### config.mk
export PLATFORM = sky130hd
export DESIGN_NAME = bus_arbiter
export DESIGN_NICKNAME = d
export VERILOG_FILES = /design/src/rtl/bus_arbiter.sv
export SDC_FILE = /design/constraint.sdc
export NUM_CORES = 1
export LEC_CHECK = 0
export ABC_AREA = 0
export BUFFER_PORTS_ARGS = -buffer_cell sky130_fd_sc_hd__buf_2
export CAP_MARGIN = 5
export CORE_UTILIZATION = 56
export DETAILED_ROUTE_END_ITERATION = 6
export GPL_ROUTABILITY_DRIVEN = 0
export PLACE_DENSITY = 0.82
export SLEW_MARGIN = 20
export SYNTH_ARGS = -nofsm -noshare
export SYNTH_HDL_FRONTEND = slang
export SYNTH_SLANG_ARGS = --single-unit
### constraint.sdc
create_clock -name sysclk -period 5.2 [get_ports sysclk]
set_input_delay 0.52 -clock sysclk [delete_from_list [all_inputs] [get_ports sysclk]]
set_output_delay 0.52 -clock sysclk [all_outputs]
set_load 0.005 [all_outputs]
### src/rtl/bus_arbiter.sv
// Arbitrates the shared memory bus between a 68000 CPU (BR/BG/BGACK handshake) and an FPGA master.
// Define BUS_ARB_TIMEOUT_EN to bound FPGA tenure to TIMEOUT_CYCLES and enable the sticky timeout_err flag.
module bus_arbiter #(
  parameter int CPU_MIN_CYCLES = 16,
  parameter int TIMEOUT_CYCLES = 4096
) (
  input  logic sysclk,
  input  logic mrst,
  input  logic fpga_req,
  output logic fpga_gnt,
  output logic br_n,
  input  logic bg_n,
  input  logic as_n,
  output logic bgack_n,
  output logic cpu_inctrl,
  output logic fpga_inctrl,
  output logic timeout_err
);

  typedef enum logic [2:0] {
    CPU_OWN   = 3'd0,
    REQ       = 3'd1,
    WAIT_IDLE = 3'd2,
    GRANT     = 3'd3,
    FPGA_OWN  = 3'd4,
    RELEASE   = 3'd5
  } state_t;

  if (CPU_MIN_CYCLES < 1 || CPU_MIN_CYCLES > 255 ||
      TIMEOUT_CYCLES < 2 || TIMEOUT_CYCLES > 65535) begin : g_param_check
    $error("bus_arbiter: parameter out of range");
  end

  state_t     state_r, state_s;
  logic       bg_meta_r, bg_s, as_meta_r, as_s;
  logic [7:0] holdoff_r;
  logic       idle_r;
  logic       forced_s, need_low_s;
  logic       fpga_gnt_r, br_n_r, bgack_n_r, cpu_inctrl_r, fpga_inctrl_r;
  logic       fpga_gnt_s, br_n_s, bgack_n_s, cpu_inctrl_s, fpga_inctrl_s;

  // Two-flop synchronizers for the asynchronous 68000 handshake inputs
  always_ff @(posedge sysclk or negedge mrst) begin
    if (!mrst) begin
      bg_meta_r <= 1'b1;
      bg_s      <= 1'b1;
      as_meta_r <= 1'b1;
      as_s      <= 1'b1;
    end else begin
      bg_meta_r <= bg_n;
      bg_s      <= bg_meta_r;
      as_meta_r <= as_n;
      as_s      <= as_meta_r;
    end
  end

`ifdef BUS_ARB_TIMEOUT_EN
  logic [15:0] tenure_r;
  logic        need_low_r;
  logic        timeout_err_r;

  always_comb begin
    forced_s   = (state_r == FPGA_OWN) && ((tenure_r + 16'd1) == 16'(TIMEOUT_CYCLES));
    need_low_s = need_low_r;
  end

  // Tenure counter; a forced release also blocks regrant until fpga_req is seen low
  always_ff @(posedge sysclk or negedge mrst) begin
    if (!mrst) begin
      tenure_r      <= 16'd0;
      need_low_r    <= 1'b0;
      timeout_err_r <= 1'b0;
    end else begin
      if (state_r == GRANT) begin
        tenure_r <= 16'd0;
      end else if (state_r == FPGA_OWN) begin
        tenure_r <= tenure_r + 16'd1;
      end else begin
        tenure_r <= tenure_r;
      end
      if (forced_s) begin
        need_low_r    <= 1'b1;
        timeout_err_r <= 1'b1;
      end else begin
        need_low_r    <= need_low_r & fpga_req;
        timeout_err_r <= timeout_err_r;
      end
    end
  end

  assign timeout_err = timeout_err_r;
`else
  assign forced_s    = 1'b0;
  assign need_low_s  = 1'b0;
  assign timeout_err = 1'b0;
`endif

  // Next-state logic
  always_comb begin
    state_s = state_r;
    case (state_r)
      CPU_OWN: begin
        if (fpga_req && (holdoff_r == 8'd0) && !need_low_s) state_s = REQ;
        else                                                 state_s = CPU_OWN;
      end
      REQ: begin
        if (!fpga_req)  state_s = CPU_OWN;
        else if (!bg_s) state_s = WAIT_IDLE;
        else            state_s = REQ;
      end
      WAIT_IDLE: begin
        if (as_s && idle_r) state_s = GRANT;
        else                state_s = WAIT_IDLE;
      end
      GRANT:    state_s = FPGA_OWN;
      FPGA_OWN: begin
        if (forced_s || !fpga_req) state_s = RELEASE;
        else                       state_s = FPGA_OWN;
      end
      RELEASE:  state_s = CPU_OWN;
      default:  state_s = CPU_OWN;
    endcase
  end

  // Outputs decoded from the next state so the registered copies line up with state_r
  always_comb begin
    fpga_gnt_s    = 1'b0;
    br_n_s        = 1'b1;
    bgack_n_s     = 1'b1;
    cpu_inctrl_s  = 1'b0;
    fpga_inctrl_s = 1'b1;
    case (state_s)
      CPU_OWN:        cpu_inctrl_s = 1'b0;
      REQ, WAIT_IDLE: br_n_s = 1'b0;
      GRANT: begin
        bgack_n_s    = 1'b0;
        cpu_inctrl_s = 1'b1;
      end
      FPGA_OWN: begin
        bgack_n_s     = 1'b0;
        cpu_inctrl_s  = 1'b1;
        fpga_inctrl_s = 1'b0;
        fpga_gnt_s    = 1'b1;
      end
      RELEASE:        cpu_inctrl_s = 1'b1;
      default:        cpu_inctrl_s = 1'b0;
    endcase
  end

  // State, holdoff, idle tracking and output registers
  always_ff @(posedge sysclk or negedge mrst) begin
    if (!mrst) begin
      state_r       <= CPU_OWN;
      holdoff_r     <= 8'd0;
      idle_r        <= 1'b0;
      fpga_gnt_r    <= 1'b0;
      br_n_r        <= 1'b1;
      bgack_n_r     <= 1'b1;
      cpu_inctrl_r  <= 1'b0;
      fpga_inctrl_r <= 1'b1;
    end else begin
      state_r <= state_s;
      if (state_r == RELEASE) begin
        holdoff_r <= 8'(CPU_MIN_CYCLES);
      end else if ((state_r == CPU_OWN) && (holdoff_r != 8'd0)) begin
        holdoff_r <= holdoff_r - 8'd1;
      end else begin
        holdoff_r <= holdoff_r;
      end
      idle_r        <= (state_r == WAIT_IDLE) && as_s;
      fpga_gnt_r    <= fpga_gnt_s;
      br_n_r        <= br_n_s;
      bgack_n_r     <= bgack_n_s;
      cpu_inctrl_r  <= cpu_inctrl_s;
      fpga_inctrl_r <= fpga_inctrl_s;
    end
  end

  assign fpga_gnt    = fpga_gnt_r;
  assign br_n        = br_n_r;
  assign bgack_n     = bgack_n_r;
  assign cpu_inctrl  = cpu_inctrl_r;
  assign fpga_inctrl = fpga_inctrl_r;

endmodule

### Word-level counts from Yosys, hierarchy flattened

Cells that the tools add are included.

| cells by class | value |
|---|---|
| add/sub/neg operators | 1 |
| multiply operators | 0 |
| divide/modulo/power cells | 0 |
| $lt $le $gt $ge | 0 |
| eq/ne operators | 10 |
| shift-type cells | 0 |
| muxes and demuxes | 13 |
| bitwise logic cells | 0 |
| reduce and logical (&&, ||, !) cells | 11 |

Operator list:

| operator | count |
|---|---|
| two-way mux 8 bit | 2 |
| one-hot mux 3 bit (5 select lines) | 1 |
| == test 3 x 2 -> 1 bit, second input constant | 4 |
| == test 3 bit, second input constant | 4 |
| zero test 8 bit | 1 |
| two-way mux 1 bit | 8 |
| nonzero test 8 bit | 1 |
| subtractor 8 x 1 -> 8 bit, second input constant | 1 |
| == test 3 x 1 -> 1 bit, second input constant | 2 |
| logical AND 1 bit | 4 |
| two-way mux 2 bit | 2 |
| OR reduction 2 bit | 2 |
| zero test 3 bit | 1 |
| OR reduction 3 bit | 1 |
| nonzero test 2 bit | 1 |

| storage, ports and cells | value |
|---|---|
| register bits after elaboration | 21 |
| bits in latches | 0 |
| bits in writable memories | 0 |
| memory bits (read-only) | 0 |
| input port bits | 5 |
| output and inout bits | 6 |
| logic and storage cells | 47 |
| memories | 0 |

### Longest topological paths before layout

Gate-level depths: netlist of the first run.

| logic depth | value |
|---|---|
| depth after elaboration | 7 |
| depth in mapped cells | 6 |
| gate-level depth less buffers | 6 |

### Worst setup path before layout of the first run

Ideal clock, no wire load.

| timing path | value |
|---|---|
| path kind | reg-to-reg |
| start point | register holdoff_r[0] |
| end point | register holdoff_r[4] |
| library setup time | 0.120 ns |
| data arrival time | 1.635 ns |
| data required time | 5.080 ns |
| path slack | 3.445 ns |
| stages on the path, launching flop included | 7 |
| buffers on the path | 0 |
| period minus slack after synthesis | 1.755 ns |
| cell sequence | dfrtp_1 inv_1 ha_1 or4b_4 a2111oi_2 xnor2_1 nand2_1 |

| on the way | value |
|---|---|
| cells in the longest elaborated chain, start to end | 3 |
| elaborated cells between the ends (all ways) | 6 |
| those cells by class | add/sub (1); mux (2); reduce/logical (3) |

Ends and longest elaborated chain:

| element | line | source |
|---|---|---|
| from (decl) | 36 | `logic [7:0] holdoff_r;` |
| from (signal assigned) | 164 | `holdoff_r <= 8'(CPU_MIN_CYCLES);` |
| from (signal assigned) | 166 | `holdoff_r <= holdoff_r - 8'd1;` |
| from (signal assigned) | 168 | `holdoff_r <= holdoff_r;` |
| subtractor 8 x 1 -> 8 bit or nonzero test 8 bit (tied branches) | 166, 165 |  |
| two-way mux 8 bit or logical AND 1 bit (tied branches) | 165 | `end else if ((state_r == CPU_OWN) && (holdoff_r != 8'd0)) begin` |
| two-way mux 8 bit or nonzero test 2 bit (tied branches) | -- |  |

Several ways; a longest one is shown, not always the timed one. The select of a mux whose other input is x is not followed.
A chain may end at the register's enable or synchronous reset.

### Final worst setup path of the first run

| timing path | value |
|---|---|
| start point | register holdoff_r[0] |
| end point | register bgack_n_r (netlist: bgack_n) |

| on the way | value |
|---|---|
| cells in the longest elaborated chain, start to end | 7 |
| elaborated cells between the ends (all ways) | 8 |
| those cells by class | eq/ne (2); mux (3); reduce/logical (3) |

Ends and longest elaborated chain:

| element | line | source |
|---|---|---|
| zero test 8 bit (*) | 103 | `if (fpga_req && (holdoff_r == 8'd0) && !need_low_s) state_s = REQ;` |
| logical AND 1 bit (*) | 103 |  |
| two-way mux 1 bit (*) | 103 |  |
| one-hot mux 3 bit (5 select lines) (*) | 101 | `case (state_r)` |
| == test 3 bit or == test 3 x 2 -> 1 bit (tied branches) | 132 | `case (state_s)` |
| OR reduction 2 bit (no source line) (*) | -- |  |
| two-way mux 1 bit (*) | 132 |  |
| named net bgack_n_s | 40 | `logic fpga_gnt_s, br_n_s, bgack_n_s, cpu_inctrl_s, fpga_inctrl_s;` |
| to (signal assigned) | 173 | `bgack_n_r <= bgack_n_s;` |
| to (decl) | 39 | `logic fpga_gnt_r, br_n_r, bgack_n_r, cpu_inctrl_r, fpga_inctrl_r;` |

The timed path passes the listed nets; every way through them passes the cells marked *.

==> results.rst, run 1 <==
.. list-table::
   :header-rows: 1

   * - Metric
     - Value
   * - Layout overhead on the synthesized area
     - 7.14%
   * - Final HPWL from detailed placement
     - 1.17 mm
   * - Die Y
     - 43.9 um
   * - Worst R2R End
     - bgack_n
   * - Static Leakage
     - 0.493 nW
   * - First-pass GRT wire length
     - 2.59 mm
   * - DRC marker count from the first detailed-route iteration
     - 21
   * - Mapped Cells
     - 89
   * - Antenna violation net count after detailed routing
     - 0
   * - Cell chosen for the clock root
     - sky130_fd_sc_hd__clkbuf_4
   * - Transition at the pin with the smallest max-transition slack
     - 0.760 ns
   * - Quantity of hold-fixing buffers added after cts
     - 0
   * - Synthesized netlist net count
     - 96
   * - Time the final worst path needs with I/O delays and setup
     - 1.99 ns
   * - Initial Utilization
     - 62.2%
   * - Die outline width
     - 43.9 um
   * - Worst R2R Setup Slack
     - 3.21 ns
   * - Number of buffers inserted during clock tree synthesis
     - 3
   * - Final hold viol count
     - 0
   * - Count of input and output buffers
     - 9
   * - Number of sinks on the clock net
     - 21
   * - Worst path required time
     - 5.42 ns
   * - Share of power burned in the clock network
     - 12.5%
   * - Number of global-route vias before repair
     - 580
   * - Wire length reported by the detailed router
     - 1.60 mm
   * - Crit path max fanout
     - 7
   * - Result of the run
     - finished with violations
   * - Area of the die
     - 1920 um2
   * - Cell internal power dissipation
     - 0.000375 W
   * - Setup repair after global routing missed its margin
     - no
   * - Count of flip-flops with a built-in enable after synthesis
     - 0
   * - Top cell type's share of synthesized area
     - 35.7%
   * - Worst setup path startpoint
     - holdoff_r[0]
   * - Arrival @ worst endpoint
     - 2.22 ns
   * - Worst reg-to-reg path cell count
     - 6
   * - Total overflow reported by the global router
     - 0
   * - Total power per unit cell area
     - 573 nW/um2
   * - Global-route total usage across every layer
     - 18.9%
   * - Register area share after synthesis
     - 54.5%
   * - Highest Clock Rate
     - 501 MHz
   * - Max-cap violations
     - 0
   * - Category of the critical setup timing path
     - flop to flop
   * - Number of pins exceeding their max-slew limit in the final report
     - 0
   * - Post-synthesis register bit count
     - 21
   * - Initial antenna violation count
     - 0
   * - Placement Rows
     - 14
   * - Fraction of final layout cells sized beyond drive strength 1
     - 23.2%
   * - N_diodes
     - 0
   * - Level count of the clock H-tree
     - 1
   * - DRT Pass-1 Iters
     - 6
   * - Post-Route Utilization
     - 66.7%
   * - Total setup violations reported at the end of the flow
     - 0
   * - Switching part of the total
     - 37.8%
   * - Average via count per standard cell
     - 5.77
   * - Final cycle utilization of the critical path
     - 38.4%
   * - Tot Pwr
     - 0.000602 W
   * - Yosys warns
     - 0
   * - Portion of total power attributed to sequential cells
     - 48.8%
   * - Worst Setup Start Kind
     - flop
   * - Post CTS Setup Buffer Count
     - 0
   * - Resize count post-CTS
     - 0
   * - Clock Pin Slew Worst Setup and Hold Paths
     - 0.12 ns
   * - Final routed DRC violation total
     - 1
   * - Area leader, netlist
     - sky130_fd_sc_hd__dfrtp_1
   * - TritonCTS clock tree
     - done
   * - Most used flip-flop cell after synthesis
     - sky130_fd_sc_hd__dfrtp_1
   * - Net load switching power
     - 0.000227 W
   * - Number of top-level pins
     - 11
   * - R2r startpoint
     - holdoff_r[0]
   * - Clock insertion delay at the later pin of the skew report
     - 0.29 ns
   * - Kind of capture point of the worst setup path
     - flop
   * - Number of nets in the final layout
     - 107
   * - Maximum clock path buffer count
     - 2
   * - Pin count of the biggest net entering global routing
     - 22
   * - Cell variety after synth
     - 34
   * - Number of vias after detailed routing
     - 663
   * - Core area
     - 1580 um2
   * - Average cell area after synthesis
     - 11.0 um2
   * - Number of fillers in the final layout
     - 130
   * - Mapped Area
     - 981 um2
   * - Routed length per instance
     - 13.9 um
   * - Setup skew after layout
     - 0.00925 ns
   * - Final-layout setup total negative slack
     - 0 ns
   * - Maximum VDD drop
     - 325 uV
   * - Slew margin rel.
     - 49.3%
   * - Async set or reset register ratio after synthesis
     - 100%
   * - Failing checks
     - DRC
   * - Share of power burned in combinational logic
     - 38.7%
   * - Top cells by area, synth
     - sky130_fd_sc_hd__dfrtp_1 36%, sky130_fd_sc_hd__dfstp_2 19%, sky130_fd_sc_hd__a21oi_1 4.1%, sky130_fd_sc_hd__mux2i_1 3.1%, sky130_fd_sc_hd__nand2_1 2.7%
   * - CP endpoint
     - bgack_n
   * - Min-Delay Path Class
     - input pin to asynchronous set/reset pin
placed cells by master (no fill, tap or decap):
master / instances
sky130_fd_sc_hd__or4_1: 1
sky130_fd_sc_hd__nor4_1: 1
sky130_fd_sc_hd__clkbuf_4: 3
sky130_fd_sc_hd__or3b_2: 1
sky130_fd_sc_hd__nor4b_1: 1
sky130_fd_sc_hd__nor2b_1: 3
sky130_fd_sc_hd__and2_1: 1
sky130_fd_sc_hd__nor3_1: 2
sky130_fd_sc_hd__a211o_1: 1
sky130_fd_sc_hd__a211oi_1: 1
sky130_fd_sc_hd__mux2i_1: 3
sky130_fd_sc_hd__a2111oi_0: 1
sky130_fd_sc_hd__inv_1: 4
sky130_fd_sc_hd__buf_2: 9
sky130_fd_sc_hd__nor2_1: 7
sky130_fd_sc_hd__xnor2_1: 2
sky130_fd_sc_hd__or3_1: 3
sky130_fd_sc_hd__o21bai_1: 2
sky130_fd_sc_hd__conb_1: 1
sky130_fd_sc_hd__a21o_1: 2
sky130_fd_sc_hd__o2bb2ai_1: 1
sky130_fd_sc_hd__ha_1: 2
sky130_fd_sc_hd__nor3b_1: 3
sky130_fd_sc_hd__dfrtp_1: 14
sky130_fd_sc_hd__dfstp_2: 7
sky130_fd_sc_hd__nand2_1: 7
sky130_fd_sc_hd__a21oi_1: 8
sky130_fd_sc_hd__a2111oi_2: 1
sky130_fd_sc_hd__or4b_4: 1
sky130_fd_sc_hd__clkinv_2: 1
sky130_fd_sc_hd__nand3b_1: 1
sky130_fd_sc_hd__nand2b_1: 1
sky130_fd_sc_hd__nand4b_1: 2
sky130_fd_sc_hd__and4_1: 1
metal layers:
| metal | global-route usage, % | wire length, um | vias to the layer above |
|---|---|---|---|
| met3 | 5.00 | 44 | 2 |
| met2 | 27.2 | 724 | 9 |
| met5 | 0 | 0 | - |
| met1 | 28.5 | 819 | 318 |
| li1 | - | - | 334 |
| met4 | 5.45 | 9 | 0 |
how the worst min path moves through the flow:
stage | to | slack (ns) | cells after the start
finish | holdoff_r[7] | 0.15 | 1
detailed placement | as_s | 0.35 | 0
global route | holdoff_r[5] | 0.17 | 1
global placement | as_s | 0.35 | 0
CTS | holdoff_r[3] | 0.16 | 1
floorplan | cpu_inctrl | 0.22 | 0
worst max-delay path, cell delays in order (launching register included):
cell and delay [ns]:
sky130_fd_sc_hd__dfrtp_1 0.43, sky130_fd_sc_hd__inv_1 0.09, sky130_fd_sc_hd__ha_1 0.16, sky130_fd_sc_hd__nor3b_1 0.64
sky130_fd_sc_hd__and4_1 0.36, sky130_fd_sc_hd__nor3_1 0.10, sky130_fd_sc_hd__a21oi_1 0.14
Yosys cell counts (2+ instances only):
| master | n |
|---|---|
| sky130_fd_sc_hd__nor2b_1 | 3 |
| sky130_fd_sc_hd__or3_1 | 3 |
| sky130_fd_sc_hd__nor3b_1 | 3 |
| sky130_fd_sc_hd__a21o_1 | 2 |
| sky130_fd_sc_hd__nor3_1 | 2 |
| sky130_fd_sc_hd__nand4b_1 | 2 |
| sky130_fd_sc_hd__mux2i_1 | 3 |
| sky130_fd_sc_hd__dfrtp_1 | 14 |
| sky130_fd_sc_hd__nand2_1 | 7 |
| sky130_fd_sc_hd__inv_1 | 4 |
| sky130_fd_sc_hd__nor2_1 | 7 |
| sky130_fd_sc_hd__ha_1 | 2 |
| sky130_fd_sc_hd__dfstp_2 | 7 |
| sky130_fd_sc_hd__a21oi_1 | 8 |
| sky130_fd_sc_hd__o21bai_1 | 2 |
| sky130_fd_sc_hd__xnor2_1 | 2 |
through the flow:
stage	cell area, um2	setup slack (ns)	hold slack, ns	cells
floorplan	981	3.44	0.224	89
global placement	1020	3.33	0.345	111
detailed placement	1020	3.25	0.351	111
CTS	1050	3.21	0.155	115
global route	1050	2.98	0.174	115
finish	1050	3.21	0.146	115
registers in the layout, indices dropped and copies added (netlist names):
name	count
as_meta_r	1
idle_r	1
as_s	1
fpga_gnt	1
br_n	1
state_r	3
fpga_inctrl	1
bg_s	1
cpu_inctrl	1
holdoff_r	8
bgack_n	1
bg_meta_r	1
layout make-up:
type | instances | area [um2] | share of cell area [%]
repair buffers | 9 | 45.0 | 4.29
flip-flops and latches | 21 | 534 | 50.8
clock buffers | 3 | 22.5 | 2.14
clock inverters | 1 | 5.00 | 0.476
inverters | 4 | 15.0 | 1.43
multi-input cells | 61 | 409 | 38.9
well taps | 16 | 20.0 | 1.90
power groups by stage:
| stage | sequential (W) | combinational, W | clock, W |
|---|---|---|---|
| after global placement | 0.000293 | 0.000225 | 0 |
| after global routing | 0.000304 | 0.000261 | 0.0000849 |
| after floorplan | 0.000275 | 0.000195 | 0 |
| final | 0.000294 | 0.000233 | 0.0000754 |
| after detailed placement | 0.000296 | 0.000233 | 0 |
| after CTS | 0.000293 | 0.000234 | 0.0000790 |
kinds of logic (layout without fill, tap and decap cells):
group | after synthesis | in the layout | share of synthesized area, %
flip-flops | 21 | 21 | 54.5
buffers and inverters | 7 | 17 | 3.83
adder cells (fa/ha/maj) | 2 | 2 | 2.55
XOR/XNOR | 2 | 2 | 1.79
other | 1 | 1 | 0.382
AO/OA/AOI/OAI | 17 | 17 | 12.1
multiplexers | 3 | 3 | 3.06
AND/OR/NAND/NOR | 36 | 36 | 21.8
No activity file was read; power rests on OpenSTA's default activity.
==> inputs of run 2 (changes only) <==
--- a/config.mk
+++ b/config.mk
@@ -8,10 +8,10 @@
 export ABC_AREA = 0
 export BUFFER_PORTS_ARGS = -buffer_cell sky130_fd_sc_hd__buf_2
 export CAP_MARGIN = 5
-export CORE_UTILIZATION = 56
+export CORE_UTILIZATION = 55
 export DETAILED_ROUTE_END_ITERATION = 6
 export GPL_ROUTABILITY_DRIVEN = 0
-export PLACE_DENSITY = 0.82
+export PLACE_DENSITY = 0.81
 export SLEW_MARGIN = 20
 export SYNTH_ARGS = -nofsm -noshare
 export SYNTH_HDL_FRONTEND = slang
==> constraint.sdc (replaced) <==
create_clock -name sysclk -period 1.9 [get_ports sysclk]
set_input_delay 0.19 -clock sysclk [delete_from_list [all_inputs] [get_ports sysclk]]
set_output_delay 0.19 -clock sysclk [all_outputs]
set_load 0.005 [all_outputs]
==> results.rst, run 2 (synthesis gave the netlist of run 1 again) <==
.. list-table::
   :header-rows: 1

   * - Metric
     - Value
   * - Category of the critical setup timing path
     - flop to flop
   * - Number of pins exceeding their max-slew limit in the final report
     - 0
   * - N_diodes
     - 0
   * - TritonCTS clock tree
     - done
   * - Static Leakage
     - 0.532 nW
   * - First-pass GRT wire length
     - 3.17 mm
   * - Final-layout setup total negative slack
     - 0 ns
   * - Global-route total usage across every layer
     - 23.4%
   * - Crit path max fanout
     - 5
   * - Number of buffers inserted during clock tree synthesis
     - 3
   * - Level count of the clock H-tree
     - 1
   * - Worst path required time
     - 2.09 ns
   * - Core area
     - 1580 um2
   * - Worst reg-to-reg path cell count
     - 6
   * - Highest-count cells in the layout ignoring fill and taps
     - 14 x sky130_fd_sc_hd__dfrtp_1, 9 x sky130_fd_sc_hd__buf_2, 8 x sky130_fd_sc_hd__a21oi_1
   * - Clock Pin Slew Worst Setup and Hold Paths
     - 0.11 ns
   * - Maximum VDD drop
     - 947 uV
   * - Wire length reported by the detailed router
     - 1.82 mm
   * - Area of the die
     - 1960 um2
   * - Area of the multi-input gates
     - 428 um2
   * - Pin count of the biggest net entering global routing
     - 22
   * - R2r startpoint
     - holdoff_r[0]
   * - Layout overhead on the synthesized area
     - 15.8%
   * - Terminating pin of the worst hold path
     - state_r[1]
   * - Worst R2R Setup Slack
     - 0.12 ns
   * - Setup repair after global routing missed its margin
     - no
   * - Average via count per standard cell
     - 5.92
   * - Die Y
     - 44.2 um
   * - Final cycle utilization of the critical path
     - 93.6%
   * - Fraction of final layout cells sized beyond drive strength 1
     - 26.2%
   * - Transition at the pin with the smallest max-transition slack
     - 0.514 ns
   * - Final HPWL from detailed placement
     - 1.35 mm
   * - Final routed DRC violation total
     - 1
   * - Final hold viol count
     - 0
   * - Max-cap violations
     - 0
   * - Result of the run
     - finished with violations
   * - Routed length per instance
     - 14.8 um
   * - Highest Clock Rate
     - 562 MHz
   * - DRT Pass-1 Iters
     - 7
   * - Die outline width
     - 44.2 um
   * - Worst R2R End
     - holdoff_r[6]
   * - Number of nets in the final layout
     - 115
   * - Total setup violations reported at the end of the flow
     - 0
   * - Kind of capture point of the worst setup path
     - flop
   * - Total overflow reported by the global router
     - 0
   * - Number of sinks on the clock net
     - 21
   * - Arrival @ worst endpoint
     - 1.96 ns
   * - Slew margin rel.
     - 65.4%
   * - Time the final worst path needs with I/O delays and setup
     - 1.78 ns
   * - Number of global-route vias before repair
     - 688
   * - Number of flip-flops in the largest register
     - 8
   * - Tot Pwr
     - 0.00176 W
   * - Initial Utilization
     - 62.2%
   * - Most frequent standard cell in the layout excluding fill and tap cells
     - sky130_fd_sc_hd__dfrtp_1
   * - Antenna violation net count after detailed routing
     - 0
   * - Largest registers ranked by flip-flop count
     - holdoff_r: 8 flops, state_r: 3 flops
   * - Reg with most FFs
     - holdoff_r
   * - Worst Setup Start Kind
     - flop
   * - DRC marker count from the first detailed-route iteration
     - 35
   * - Cell chosen for the clock root
     - sky130_fd_sc_hd__clkbuf_4
   * - Count of input and output buffers
     - 9
   * - Initial antenna violation count
     - 0
   * - Post-DP Area
     - 1060 um2
   * - Worst min-delay path startpoint
     - fpga_req
   * - Setup skew after layout
     - 0.00563 ns
   * - Worst setup path startpoint
     - holdoff_r[0]
   * - Number of top-level pins
     - 11
   * - Min-Delay Path Class
     - input pin to flop
   * - Design Area, Final
     - 1140 um2
   * - Post-route insts no fill
     - 123
   * - Number of vias after detailed routing
     - 728
   * - Number of stages on the worst hold path
     - 3
   * - Maximum clock path buffer count
     - 2
   * - Clock insertion delay at the later pin of the skew report
     - 0.29 ns
   * - Register cell area after layout
     - 534 um2
   * - Failing checks
     - DRC
   * - Total power per unit cell area
     - 1550 nW/um2
   * - Placement Rows
     - 14
   * - Post-placement cell count
     - 116
   * - Number of fillers in the final layout
     - 115
-- run 2: repair_timing --
action | in CTS | in global routing
resized for setup | 0 | 2
buffers inserted | 0 | 0
hold endpoints to repair | 16 | 0
setup endpoints to repair | 0 | 2
hold buffers | 3 | 0
-- run 2: through the flow --
stage                     utilization, %  setup slack [ns]  hold slack, ns
after floorplan                        -             0.145          -0.106
after global placement              67.3             0.110           0.157
after detailed placement            67.3            0.0432           0.163
after CTS                           70.9            0.0253           0.192
after global routing                72.1           0.00389           0.193
final                               72.1             0.121           0.204
-- run 2: how the worst max path moves through the flow --
stage / endpoint / slack, ns / depth (start not counted)
after floorplan: holdoff_r[4] / 0.14 / 6
after global placement: holdoff_r[4] / 0.11 / 6
after detailed placement: holdoff_r[4] / 0.04 / 6
after CTS: holdoff_r[4] / 0.03 / 6
after global routing: holdoff_r[6] / 0.004 / 6
final: holdoff_r[6] / 0.12 / 6
-- run 2: worst max-delay path: stages, from the launching register on --
cell,delay [ns]
sky130_fd_sc_hd__dfrtp_1,0.42
sky130_fd_sc_hd__inv_1,0.09
sky130_fd_sc_hd__ha_1,0.16
sky130_fd_sc_hd__or4b_4,0.51
sky130_fd_sc_hd__nor4b_2,0.28
sky130_fd_sc_hd__xnor2_1,0.16
sky130_fd_sc_hd__nor2_1,0.05
-- run 2: routing by layer --
layer  global-route usage [%]  part of all wire [%]  wire, um
met1                     31.2                    45       817
met2                     37.6                    49       897
met3                     6.12                   5.0        90
met4                     7.27                  0.72        13
met5                        0                     0         0
-- run 2: final cells by class --
| class | count | share of cell area, % |
|---|---|---|
| Clock buffer | 4 | 2.31 |
| Sequential cell | 21 | 47.0 |
| Timing Repair Buffer | 17 | 9.91 |
| Multi-Input combinational cell | 61 | 37.7 |
| Tap cell | 16 | 1.76 |
| Inverter | 4 | 1.32 |
-- run 2: power by group --
group / switching [W] / leakage, nW / internal, W
registers: 0.000150 / 0.253 / 0.000634
logic: 0.000400 / 0.263 / 0.000375
clock network: 0.000122 / 0.0150 / 0.0000815
total: 0.000672 / 0.532 / 0.00109
